<file path="src/rtl/pipeline_pkg.sv">
// Shared pipeline definitions: datapath width, the canonical NOP and the fetch FSM states.
package pipeline_pkg;

    localparam int unsigned XLEN = 32;
    localparam logic [31:0] NOP_INSTR = 32'h0000_0013;

    typedef enum logic [1:0] {
        S_RESET,
        S_FETCH,
        S_HOLD,
        S_DRAIN
    } fetch_state_t;

endpackage

</file>
<file path="src/rtl/fetch_stage_if.sv">
// Instruction-memory request/response bus between the fetch stage and imem.
interface fetch_stage_if #(
    parameter int unsigned XLEN = 32
) ();

    logic            imem_req;
    logic [XLEN-1:0] imem_addr;
    logic            imem_ready;
    logic [XLEN-1:0] imem_rdata;

    modport master (
        output imem_req,
        output imem_addr,
        input  imem_ready,
        input  imem_rdata
    );

    modport slave (
        input  imem_req,
        input  imem_addr,
        output imem_ready,
        output imem_rdata
    );

endinterface

</file>
<file path="src/rtl/if_id_register.sv">
// IF/ID pipeline register: flush beats load, otherwise the contents are held.
module if_id_register
    import pipeline_pkg::*;
#(
    parameter int unsigned XLEN = pipeline_pkg::XLEN
) (
    input  logic            clk,
    input  logic            rst,
    input  logic            load,
    input  logic            flush,
    input  logic [XLEN-1:0] load_pc,
    input  logic [XLEN-1:0] load_instr,
    output logic [XLEN-1:0] pc_if_id,
    output logic [XLEN-1:0] instr_if_id,
    output logic            valid_if_id
);

    localparam logic [XLEN-1:0] NOP = XLEN'(NOP_INSTR);

    logic [XLEN-1:0] pc_q;
    logic [XLEN-1:0] instr_q;
    logic            valid_q;

    // A bubble always carries the NOP so downstream decode never sees stale bits.
    always_ff @(posedge clk) begin
        if (rst) begin
            pc_q    <= '0;
            instr_q <= NOP;
            valid_q <= 1'b0;
        end else if (flush) begin
            instr_q <= NOP;
            valid_q <= 1'b0;
        end else if (load) begin
            pc_q    <= load_pc;
            instr_q <= load_instr;
            valid_q <= 1'b1;
        end
    end

    assign pc_if_id    = pc_q;
    assign instr_if_id = instr_q;
    assign valid_if_id = valid_q;

endmodule

</file>
<file path="src/rtl/fetch_stage.sv">
// Instruction fetch: PC, fetch FSM, one-entry stall buffer and branch redirect handling.
module fetch_stage
    import pipeline_pkg::*;
#(
    parameter int unsigned    XLEN     = pipeline_pkg::XLEN,
    parameter logic [XLEN-1:0] RESET_PC = '0
) (
    input  logic                 clk,
    input  logic                 rst,
    input  logic                 stall_pipeline,
    input  logic                 branch_taken_ex,
    input  logic [XLEN-1:0]      branch_target_ex,
    fetch_stage_if.master        imem,
    output logic [XLEN-1:0]      pc_if_id,
    output logic [XLEN-1:0]      instr_if_id,
    output logic                 valid_if_id
);

    localparam logic [XLEN-1:0] NOP = XLEN'(NOP_INSTR);

    fetch_state_t    state_q, state_d;
    logic [XLEN-1:0] pc_q, pc_d;
    logic [XLEN-1:0] target_q, target_d;
    logic [XLEN-1:0] buf_pc_q, buf_pc_d;
    logic [XLEN-1:0] buf_instr_q, buf_instr_d;

    logic            req;
    logic            ifid_load;
    logic            ifid_flush;
    logic [XLEN-1:0] ifid_pc;
    logic [XLEN-1:0] ifid_instr;
    logic [XLEN-1:0] pc_plus4;
    logic [XLEN-1:0] target_aligned;

    assign pc_plus4       = pc_q + XLEN'(4);
    assign target_aligned = {branch_target_ex[XLEN-1:2], 2'b00};

    always_ff @(posedge clk) begin
        if (rst) begin
            state_q     <= S_RESET;
            pc_q        <= RESET_PC;
            target_q    <= '0;
            buf_pc_q    <= '0;
            buf_instr_q <= NOP;
        end else begin
            state_q     <= state_d;
            pc_q        <= pc_d;
            target_q    <= target_d;
            buf_pc_q    <= buf_pc_d;
            buf_instr_q <= buf_instr_d;
        end
    end

    always_comb begin
        state_d     = state_q;
        pc_d        = pc_q;
        target_d    = target_q;
        buf_pc_d    = buf_pc_q;
        buf_instr_d = buf_instr_q;
        req         = 1'b0;
        ifid_load   = 1'b0;
        ifid_flush  = 1'b0;
        ifid_pc     = pc_q;
        ifid_instr  = imem.imem_rdata;

        unique case (state_q)
            S_RESET: begin
                state_d = S_FETCH;
            end

            S_FETCH: begin
                req = 1'b1;
                if (branch_taken_ex) begin
                    ifid_flush = 1'b1;
                    if (imem.imem_ready) begin
                        pc_d = target_aligned;
                    end else begin
                        // Request is in flight: wait it out at the old address.
                        target_d = target_aligned;
                        state_d  = S_DRAIN;
                    end
                end else if (imem.imem_ready) begin
                    pc_d = pc_plus4;
                    if (stall_pipeline) begin
                        buf_pc_d    = pc_q;
                        buf_instr_d = imem.imem_rdata;
                        state_d     = S_HOLD;
                    end else begin
                        ifid_load = 1'b1;
                    end
                end else if (!stall_pipeline) begin
                    ifid_flush = 1'b1;
                end
            end

            S_HOLD: begin
                if (branch_taken_ex) begin
                    ifid_flush = 1'b1;
                    pc_d       = target_aligned;
                    state_d    = S_FETCH;
                end else if (!stall_pipeline) begin
                    ifid_load  = 1'b1;
                    ifid_pc    = buf_pc_q;
                    ifid_instr = buf_instr_q;
                    state_d    = S_FETCH;
                end
            end

            S_DRAIN: begin
                req        = 1'b1;
                ifid_flush = 1'b1;
                if (branch_taken_ex) begin
                    target_d = target_aligned;
                end
                if (imem.imem_ready) begin
                    pc_d    = branch_taken_ex ? target_aligned : target_q;
                    state_d = S_FETCH;
                end
            end

            default: begin
                state_d = S_RESET;
            end
        endcase
    end

    assign imem.imem_req  = req;
    assign imem.imem_addr = pc_q;

    if_id_register #(
        .XLEN (XLEN)
    ) u_if_id_register (
        .clk         (clk),
        .rst         (rst),
        .load        (ifid_load),
        .flush       (ifid_flush),
        .load_pc     (ifid_pc),
        .load_instr  (ifid_instr),
        .pc_if_id    (pc_if_id),
        .instr_if_id (instr_if_id),
        .valid_if_id (valid_if_id)
    );

endmodule

</file>
<file path="src/flat_wrapper.sv">
// flat-port wrapper written by rule: the top's interface ports become plain ports
module fetch_stage_flat import pipeline_pkg::*;
#(
    parameter int unsigned    XLEN     = pipeline_pkg::XLEN,
    parameter logic [XLEN-1:0] RESET_PC = '0
)
  (clk, rst, stall_pipeline, branch_taken_ex, branch_target_ex, pc_if_id, instr_if_id, valid_if_id, imem_imem_req, imem_imem_addr, imem_imem_ready, imem_imem_rdata);
  fetch_stage_if #(.XLEN(XLEN)) imem_i ();
  input  logic clk;
  input  logic rst;
  input  logic stall_pipeline;
  input  logic branch_taken_ex;
  input  logic [XLEN-1:0] branch_target_ex;
  output logic [XLEN-1:0] pc_if_id;
  output logic [XLEN-1:0] instr_if_id;
  output logic valid_if_id;
  output wire logic [$bits(imem_i.imem_req)-1:0] imem_imem_req;
  output wire logic [$bits(imem_i.imem_addr)-1:0] imem_imem_addr;
  input wire logic [$bits(imem_i.imem_ready)-1:0] imem_imem_ready;
  input wire logic [$bits(imem_i.imem_rdata)-1:0] imem_imem_rdata;
  assign imem_imem_req = imem_i.imem_req;
  assign imem_imem_addr = imem_i.imem_addr;
  assign imem_i.imem_ready = imem_imem_ready;
  assign imem_i.imem_rdata = imem_imem_rdata;
  fetch_stage #(.XLEN(XLEN), .RESET_PC(RESET_PC)) u_core (.clk(clk), .rst(rst), .stall_pipeline(stall_pipeline), .branch_taken_ex(branch_taken_ex), .branch_target_ex(branch_target_ex), .imem(imem_i), .pc_if_id(pc_if_id), .instr_if_id(instr_if_id), .valid_if_id(valid_if_id));
endmodule
</file>
<file path="config.mk">
export PLATFORM = sky130hd
export DESIGN_NAME = fetch_stage_flat
export DESIGN_NICKNAME = d
export VERILOG_FILES = /design/src/rtl/pipeline_pkg.sv /design/src/rtl/fetch_stage_if.sv /design/src/rtl/if_id_register.sv /design/src/rtl/fetch_stage.sv /design/src/flat_wrapper.sv
export SDC_FILE = /design/constraint.sdc
export NUM_CORES = 1
export LEC_CHECK = 0
export ABC_AREA = 1
export BUFFER_PORTS_ARGS = -buffer_cell sky130_fd_sc_hd__buf_2
export CAP_MARGIN = 5
export CORE_MARGIN = 5
export CORE_UTILIZATION = 42
export DETAILED_ROUTE_END_ITERATION = 10
export GPL_TIMING_DRIVEN = 0
export PLACE_DENSITY = 0.65
export SLEW_MARGIN = 20
export SYNTH_ARGS = -nofsm -noshare
export SYNTH_HDL_FRONTEND = slang
export SYNTH_SLANG_ARGS = --single-unit
</file>
<file path="constraint.sdc">
create_clock -name clk -period 2.6 [get_ports clk]
set_clock_uncertainty 0.15 [all_clocks]
set_input_delay 0.13 -clock clk [delete_from_list [all_inputs] [get_ports clk]]
set_output_delay 0.13 -clock clk [all_outputs]
set_load 0.02 [all_outputs]
</file>
-- Word level (Yosys, flattened, before mapping)
Cells that the tools add are included.
- add/subtract/negate cells: 1
- eq/ne operators: 12
- multiplexer cells: 34
- bitwise gates (word level): 2
- reduce and logical (&&, ||, !) cells: 10
- operators with widths (kind ; number):
    $mux W32 ; 14
    $pmux W32 S3 ; 1
    $pmux W32 S2 ; 1
    $add A32 B3 Y32 const B ; 1
    $mux W2 ; 7
    $ne A3 B3 Y1 const B ; 4
    $ne A2 B2 Y1 const B ; 5
    $mux W1 ; 8
    $pmux W2 S4 ; 1
    $reduce_and A3 Y1 ; 2
    $reduce_and A5 Y1 ; 1
    $eq A2 B2 Y1 const B ; 2
    $reduce_and A4 Y1 ; 1
    $reduce_or A2 Y1 ; 2
    $pmux W1 S3 ; 1
    $reduce_bool A3 Y1 ; 1
    $eq A2 B1 Y1 const B ; 1
    $logic_not A2 Y1 ; 1
    $not A1 Y1 ; 2
    $pmux W1 S2 ; 1
    $reduce_and A2 Y1 ; 1
    $reduce_bool A2 Y1 ; 1
- register bits after elaboration: 195
- input bits: 69
- output and inout bits: 98
- logic and storage cells: 67

-- Longest topological paths before layout
Gate-level depths: netlist (run 1).
- word-level depth: 6
- depth in mapped cells: 12
- mapped depth without buffers: 12

-- Hierarchy
From an unflattened synthesis (run 1), not the netlist that was laid out.
- cells, all modules: 1520
- area total of the unflattened synthesis: 10262.3 sq um
- modules (own cells, without submodules) (module ; times used ; cells each ; area each (sq um) ; sequential area each (sq um)):
    fetch_stage ; 1 ; 1169 ; 7762.4 ; 2602.5
    if_id_register ; 1 ; 351 ; 2499.9 ; 1301.2

-- Least setup slack after synthesis (run 1)
Ideal clock, no wire load.
- path kind: register -> register
- from: register u_core.state_q[1]
- to: register u_core.u_if_id_register.pc_q[10] (netlist: u_core.u_if_id_register.pc_if_id[10])
- setup time: 70 ps
- arrival time: 1628 ps
- required time: 2380 ps
- setup slack: 751 ps
- cell stages (with the launch flop): 12
- buffers on the path: 2
- clock period less this slack: 1849 ps
- path through: dfxtp_1 -> inv_1 -> ha_1 -> nand2_1 -> inv_2 -> o21ai_2 -> inv_2 -> nand2_2 -> buf_4 -> buf_6 -> nand2_1 -> a21oi_1
- word-level cells in the longest chain between the ends: 4
- elaborated cells between the ends (all ways): 8
- those cells by class: eq/ne (3); mux (3); bitwise (1); reduce/logical (1)
- ends and longest elaborated chain (element ; line ; RTL):
    start: declaration ; fetch_stage.sv:21 ; fetch_state_t state_q, state_d;
    start signal: assignment ; fetch_stage.sv:46 ; state_q <= state_d;
    $eq A2 B2 Y1 or $eq A2 B1 Y1 (tied branches) ; fetch_stage.sv:66 ; unique case (state_q)
    $pmux W1 S3 ; fetch_stage.sv:66 ;
    $not A1 Y1 (no line) ; n/a ;
    $reduce_and A2 Y1 (no line) ; n/a ;
    end signal: assignment ; if_id_register.sv:34 ; pc_q <= load_pc;
    end: declaration ; if_id_register.sv:20 ; logic [XLEN-1:0] pc_q;
Parallel ways exist; a longest one is shown, timed or not.
A chain may end at the register's enable or synchronous reset.

-- Worst setup path in the final report (run 1)
- from: register u_core.state_q[0]
- to: register u_core.pc_q[11] (netlist: u_core.imem.imem_addr[11])
- word-level cells in the longest chain between the ends: 3
- elaborated cells between the ends (all ways): 9
- those cells by class: eq/ne (6); mux (1); reduce/logical (2)
- ends and longest elaborated chain (element ; line ; RTL):
    $eq A2 B2 Y1 or $eq A2 B1 Y1 (tied branches) ; fetch_stage.sv:66 ;
    $ne A2 B2 Y1 (no line) or $reduce_bool A3 Y1 (tied branches) ; n/a ;
    $reduce_and A4 Y1 (no line) ; n/a ;
    end signal: assignment ; fetch_stage.sv:47 ; pc_q <= pc_d;
    end: declaration ; fetch_stage.sv:22 ; logic [XLEN-1:0] pc_q, pc_d;
Parallel ways exist; a longest one is shown, timed or not.

==> flow_metrics.tcl, run 1 <==
set metrics [dict create \
    grt_pass1_wl_mm 54.6 \
    cts_buffers 17 \
    clock-root-buffer "clkbuf_16" \
    antenna_found_initial 0 \
    synth_edf_count 0 \
    nNetsFinal 1843 \
    synthCells 1529 \
    finalWeightedCongestion 0.929 \
    drt-vias-per-instance 5.27 \
    final-hold-violation-count 0 \
    cts_num_sinks 195 \
    critical_path_arrival_ns 2.63 \
    mostFrequentLayoutCell "nand2_1" \
    drc 0 \
    status "finished clean" \
    place_hpwl_mm 25.9 \
    cp-start-kind "register" \
    gr-max-usage-layer "met2" \
    avgRoutedWirePerCell_um 16.4 \
    die_area_sq_um 26900 \
    diodes 0 \
    htreeDepth 4 \
    initial_core_util_pct 42.6 \
    grtUsageMet2_pct 41.2 \
    power_leakage_nw 5.29 \
    io_buffers 162 \
    final_area_sq_um 12400 \
    core_sq_um 23400 \
    min_period_ns 2.46 \
    final_cell_mix "nand2_1, a21oi_1, nor2_1, o21ai_0, buf_2" \
    clk_path_buf_depth 2 \
    fin_setup_tns_ns 0 \
    holdCritPathClass "in -> reg" \
    synthTopCellsByArea "dfxtp_1, nand2_1, a21oi_1, o21ai_0, nor2_1" \
    setup_viol 0 \
    use_met1_pct 35.1 \
    yosys.area.top_type "dfxtp_1" \
    grt_pass1_vias 10300 \
    power_density_nw_per_um2 711 \
    max_freq_ghz 0.407 \
    holdPathEnd "u_core.u_if_id_register.instr_if_id[12]" \
    period_share_pct 94.5 \
    ys_seq_area_share_pct 39.2 \
    synth-main-ff-cell "dfxtp_1" \
    firstDrtPassIters 6 \
    grtUsageMet3_pct 3.91 \
    r2r_cells 12 \
    place_area_sq_um 11200 \
    slew_headroom_pct 50.6 \
    io_pins 167 \
    synthArstFlopShare_pct 0 \
    area_growth_pct 24.6 \
    die_h_um 164 \
    rsz0062_at_grt "no" \
    crit_required_ns 2.77 \
    syn_area_sq_um 9970 \
    setup_ws_ns 0.144 \
    die_w_um 164 \
    vias 11100 \
    syn_avg_cell_area_sq_um 6.52 \
    rows 56 \
    grt_usage_pct 25.5 \
    ys_ff_latch 195 \
    clk_latency_ns 0.45 \
    reg2reg_from "u_core.state_q[0]" \
    grt_max_degree 20 \
    cts.clk_slew.worst_paths_ns 0.08 \
    cts_tree "yes" \
    vdd_drop_max_v 0.000391 \
    drive_gt1_share_pct 14.9 \
    syn_nets 1603 \
    min_path_cells 5 \
    worstPathMaxFanout 10 \
    crit_path_end_kind "register" \
    fillers 2432 \
    pre_cts_ws_ns 0.143 \
    tightest_slew_ns 0.741 \
    slew_viol_final 0 \
    drv_cap 0 \
    drtAntennaViolNets 0 \
    synth_top_area_share_pct 39.2 \
    ff2ff_setup_slack_ns 0.14 \
    hold_start "imem_imem_rdata[12]" \
    ys_types 31 \
    grt_overflow_total 0 \
    first_iter_violations 953 \
    timing.rr.end "u_core.imem.imem_addr[11]" \
    synth_warnings 0 \
    critical_path_class "reg -> reg" \
    routed_wl_mm 34.5 \
]
## how the worst max path moves through the flow
stage	from	endpoint	slack [ns]	cells after the start
6_report	u_core.state_q[0]	u_core.imem.imem_addr[11]	0.14	12
5_1_grt	u_core.state_q[1]	u_core.u_if_id_register.pc_if_id[16]	0.002	10
4_1_cts	u_core.state_q[0]	u_core.imem.imem_addr[23]	0.10	9
3_5_place_dp	u_core.state_q[0]	u_core.imem.imem_addr[23]	0.14	10
3_3_place_gp	u_core.state_q[0]	u_core.imem.imem_addr[29]	0.16	10
2_1_floorplan	u_core.state_q[1]	u_core.u_if_id_register.pc_if_id[10]	0.75	11
## cells by family after synthesis
group / after synthesis / share of synthesized area, %
and+or+nand+nor: 613 / 24.1
buffers and inverters: 192 / 7.93
xor gates and xnor gates: 5 / 0.439
adders and majority gates: 5 / 0.628
AOI/OAI and AO/OA: 504 / 26.2
muxes: 15 / 1.51
DFF: 195 / 39.2
## worst max-delay path: stages (launching register included)
cell	delay [ns]
dfxtp_1	0.36
inv_1	0.09
ha_1	0.20
buf_2	0.18
inv_2	0.08
nor2_2	0.05
inv_2	0.23
nand3_2	0.27
inv_2	0.14
buf_4	0.17
nand2_1	0.17
o211ai_1	0.15
a21oi_1	0.08
## cell type report
type | instances | area (sq um) | area share, %
tap | 319 | 399 | 3.21
clock inverter | 14 | 191 | 1.54
inverter | 85 | 322 | 2.59
sequential | 195 | 3900 | 31.4
clock buffer | 18 | 439 | 3.54
multi-input combinational | 1142 | 5280 | 42.5
timing repair buffer | 222 | 1410 | 11.4
buffer | 106 | 473 | 3.81
## metal layers
layer | routed length, um | vias to the layer above | share of wire, %
met4 | 855 | 0 | 2.5
met2 | 15400 | 485 | 45
met3 | 2520 | 61 | 7.3
met5 | 0 | - | 0
met1 | 15700 | 4960 | 46
li1 | - | 5572 | -
## registers in the layout, summed over array words and instances (netlist names)
register                             flops
u_core.buf_instr_q                      32
u_core.buf_pc_q                         32
u_core.imem.imem_addr                   32
u_core.target_q                         32
u_core.u_if_id_register.instr_if_id     32
u_core.u_if_id_register.pc_if_id        32
u_core.state_q                           2
u_core.u_if_id_register.valid_if_id      1
## per-stage QoR
stage          utilization (%)  hold slack, ns  power (mW)  std cells
2_1_floorplan                -           0.160        5.08       1529
3_3_place_gp              47.8           0.284        5.91       2010
3_5_place_dp              47.8           0.290        5.93       2010
4_1_cts                   53.0         0.00145        8.82       2101
5_1_grt                   53.1          0.0212        9.30       2101
6_report                  53.1         0.00394        8.83       2101
## Yosys cell counts, types with 15 or more instances
| cell type | count |
|---|---|
| inv_1 | 74 |
| mux2i_1 | 15 |
| nand2_1 | 339 |
| nor2_1 | 217 |
| dfxtp_1 | 195 |
| clkbuf_1 | 57 |
| a211oi_1 | 23 |
| buf_2 | 35 |
| o21ai_0 | 211 |
| o21ai_1 | 15 |
| nand3_1 | 37 |
| a21oi_1 | 237 |
## power breakdown
group | switching [mW] | internal [mW]
clock | 1.34 | 1.50
combinational | 1.57 | 0.772
sequential | 0.367 | 3.28
## repair_timing
item | CTS | global route
pin swaps | 0 | 0
resized for setup | 0 | 11
endpoints found under the setup margin | 1 | 25
hold buffers | 60 | 0
setup buffers | 0 | 0
hold endpoints to repair | 112 | 0
Power figures use the tool's default switching activity.
==> run 2: changes to the inputs <==
--- a/config.mk
+++ b/config.mk
@@ -8,7 +8,7 @@
 export ABC_AREA = 1
 export BUFFER_PORTS_ARGS = -buffer_cell sky130_fd_sc_hd__buf_2
 export CAP_MARGIN = 5
-export CORE_MARGIN = 5
+export CORE_MARGIN = 2
 export CORE_UTILIZATION = 42
 export DETAILED_ROUTE_END_ITERATION = 10
 export GPL_TIMING_DRIVEN = 0
==> run 2 against run 1 <==
Against the previous run:
- register-to-register slack lost 0.02 ns
- power is essentially flat
- combinational power is essentially flat
- critical endpoint is now u_core.u_if_id_register.pc_if_id[5]
- highest routed layer unchanged
==> flow_metrics.tcl, run 2 (synthesis results as in run 1) <==
set metrics [dict create \
    area_growth_pct 24.9 \
    holdCritPathClass "in -> reg" \
    tightest_slew_ns 0.746 \
    first_iter_violations 931 \
    io_buffers 162 \
    clk_latency_ns 0.45 \
    htreeDepth 4 \
    max_freq_ghz 0.404 \
    cts_buffers 17 \
    die_h_um 158 \
    diodes 0 \
    drive_gt1_share_pct 14.8 \
    wl_met3_mm 2.11 \
    vias 11000 \
    critical_path_class "reg -> reg" \
    initial_core_util_pct 42.6 \
    cts_tree "yes" \
    cts_num_sinks 195 \
    grt_pass1_wl_mm 52.6 \
    crit_required_ns 2.79 \
    grt_overflow_total 0 \
    pre_cts_ws_ns 0.118 \
    die_w_um 158 \
    io_pins 167 \
    cp_slowest_stage_delay_ns 0.48 \
    place_area_sq_um 11200 \
    grt_pass1_vias 9952 \
    p_total_mw 8.83 \
    dp.cells 2010 \
    grt_usage_pct 27.0 \
    cpMaxStageDelayCell "clkbuf_1" \
    worstPathMaxFanout 10 \
    critical_path_arrival_ns 2.67 \
    grt_max_degree 22 \
    drt-vias-per-instance 5.21 \
    rsz0062_at_grt "no" \
    min_period_ns 2.47 \
    highest_layer "met4" \
    avgRoutedWirePerCell_um 16.2 \
    drtAntennaViolNets 0 \
    power_density_nw_per_um2 709 \
    firstDrtPassIters 6 \
    mostFrequentLayoutCell "nand2_1" \
    final_util_pct 53.2 \
    rows 56 \
    slew_headroom_pct 50.3 \
    clk_path_buf_depth 2 \
    routed_wl_mm 34.0 \
    finalWeightedCongestion 0.917 \
    clock-root-buffer "clkbuf_16" \
    nNetsFinal 1845 \
    status "finished clean" \
    place_hpwl_mm 25.5 \
    period_share_pct 95.2 \
    drc 0 \
    post_cts_buffers 0 \
    drv_cap 0 \
    final_cell_mix "nand2_1, a21oi_1, nor2_1, o21ai_0, buf_2" \
    core_sq_um 23400 \
    crit_chain "inv_1 -> ha_1 -> buf_2 -> inv_2 -> nor2_2 -> inv_2 -> clkbuf_1 -> o21ai_0 -> o21ai_0 -> nor2_1" \
    antenna_found_initial 0 \
    setup_ws_ns 0.125 \
    crit_path_end_kind "register" \
    cp-start-kind "register" \
    cts.clk_slew.worst_paths_ns 0.08 \
    path_buf_inv 5 \
    wl_met1_mm 15.5 \
    power_leakage_nw 5.29 \
    whs_ns 0.0176 \
    fin_cells 2103 \
    cpLargestDelayFamily "buffers and inverters" \
    final_area_sq_um 12500 \
    wl_met2_mm 15.7 \
    slew_viol_final 0 \
    setup_viol 0 \
    die_area_sq_um 25000 \
    fin_setup_tns_ns 0 \
    vdd_drop_max_v 0.000414 \
    final-hold-violation-count 0 \
]
run 2: what timing repair did:
action                                  CTS  global route
endpoints found under the setup margin    1            26
hold endpoints to repair                115             0
hold buffers                             62             0
resized for setup                         0             9
run 2: layout make-up:
cell class | instances | area (sq um)
tap | 319 | 399
clock inverter | 15 | 208
fill | 2445 | 11000
inverter | 85 | 322
clock buffer | 17 | 425
multi-input combinational | 1142 | 5290
sequential | 195 | 3900
buffer | 106 | 470
timing repair buffer | 224 | 1430
run 2: final timing paths:
kind / startpoint / to / slack (ns) / cells after the start
worst max-delay path: u_core.state_q[0] / u_core.u_if_id_register.pc_if_id[5] / 0.13 / 10
worst min-delay path: imem_imem_ready / u_core.buf_instr_q[1] / 0.02 / 5
worst max register to register: u_core.state_q[0] / u_core.u_if_id_register.pc_if_id[5] / 0.13 / 10
worst min register to register: u_core.buf_instr_q[10] / u_core.buf_instr_q[10] / 0.30 / 2
run 2: worst min-delay path, stage by stage:
cell and delay [ns]:
buf_2 0.13, inv_1 0.10, nor2_4 0.08, nand2_1 0.07
nand3_1 0.05
run 2: layer usage:
metal | vias up | global-route usage [%]
met4 | 0 | 8.02
met5 | - | 0
met1 | 4978 | 36.6
li1 | 5555 | -
met2 | 377 | 44.8
met3 | 46 | 3.67
run 2: report_power, final:
part           leakage [nW]  switching [mW]  total (mW)  internal [mW]
registers              1.59           0.369        3.65           3.28
clock network         0.308            1.42        2.83           1.41
logic                  3.40            1.57        2.34          0.774
total                  5.29            3.36        8.83           5.47
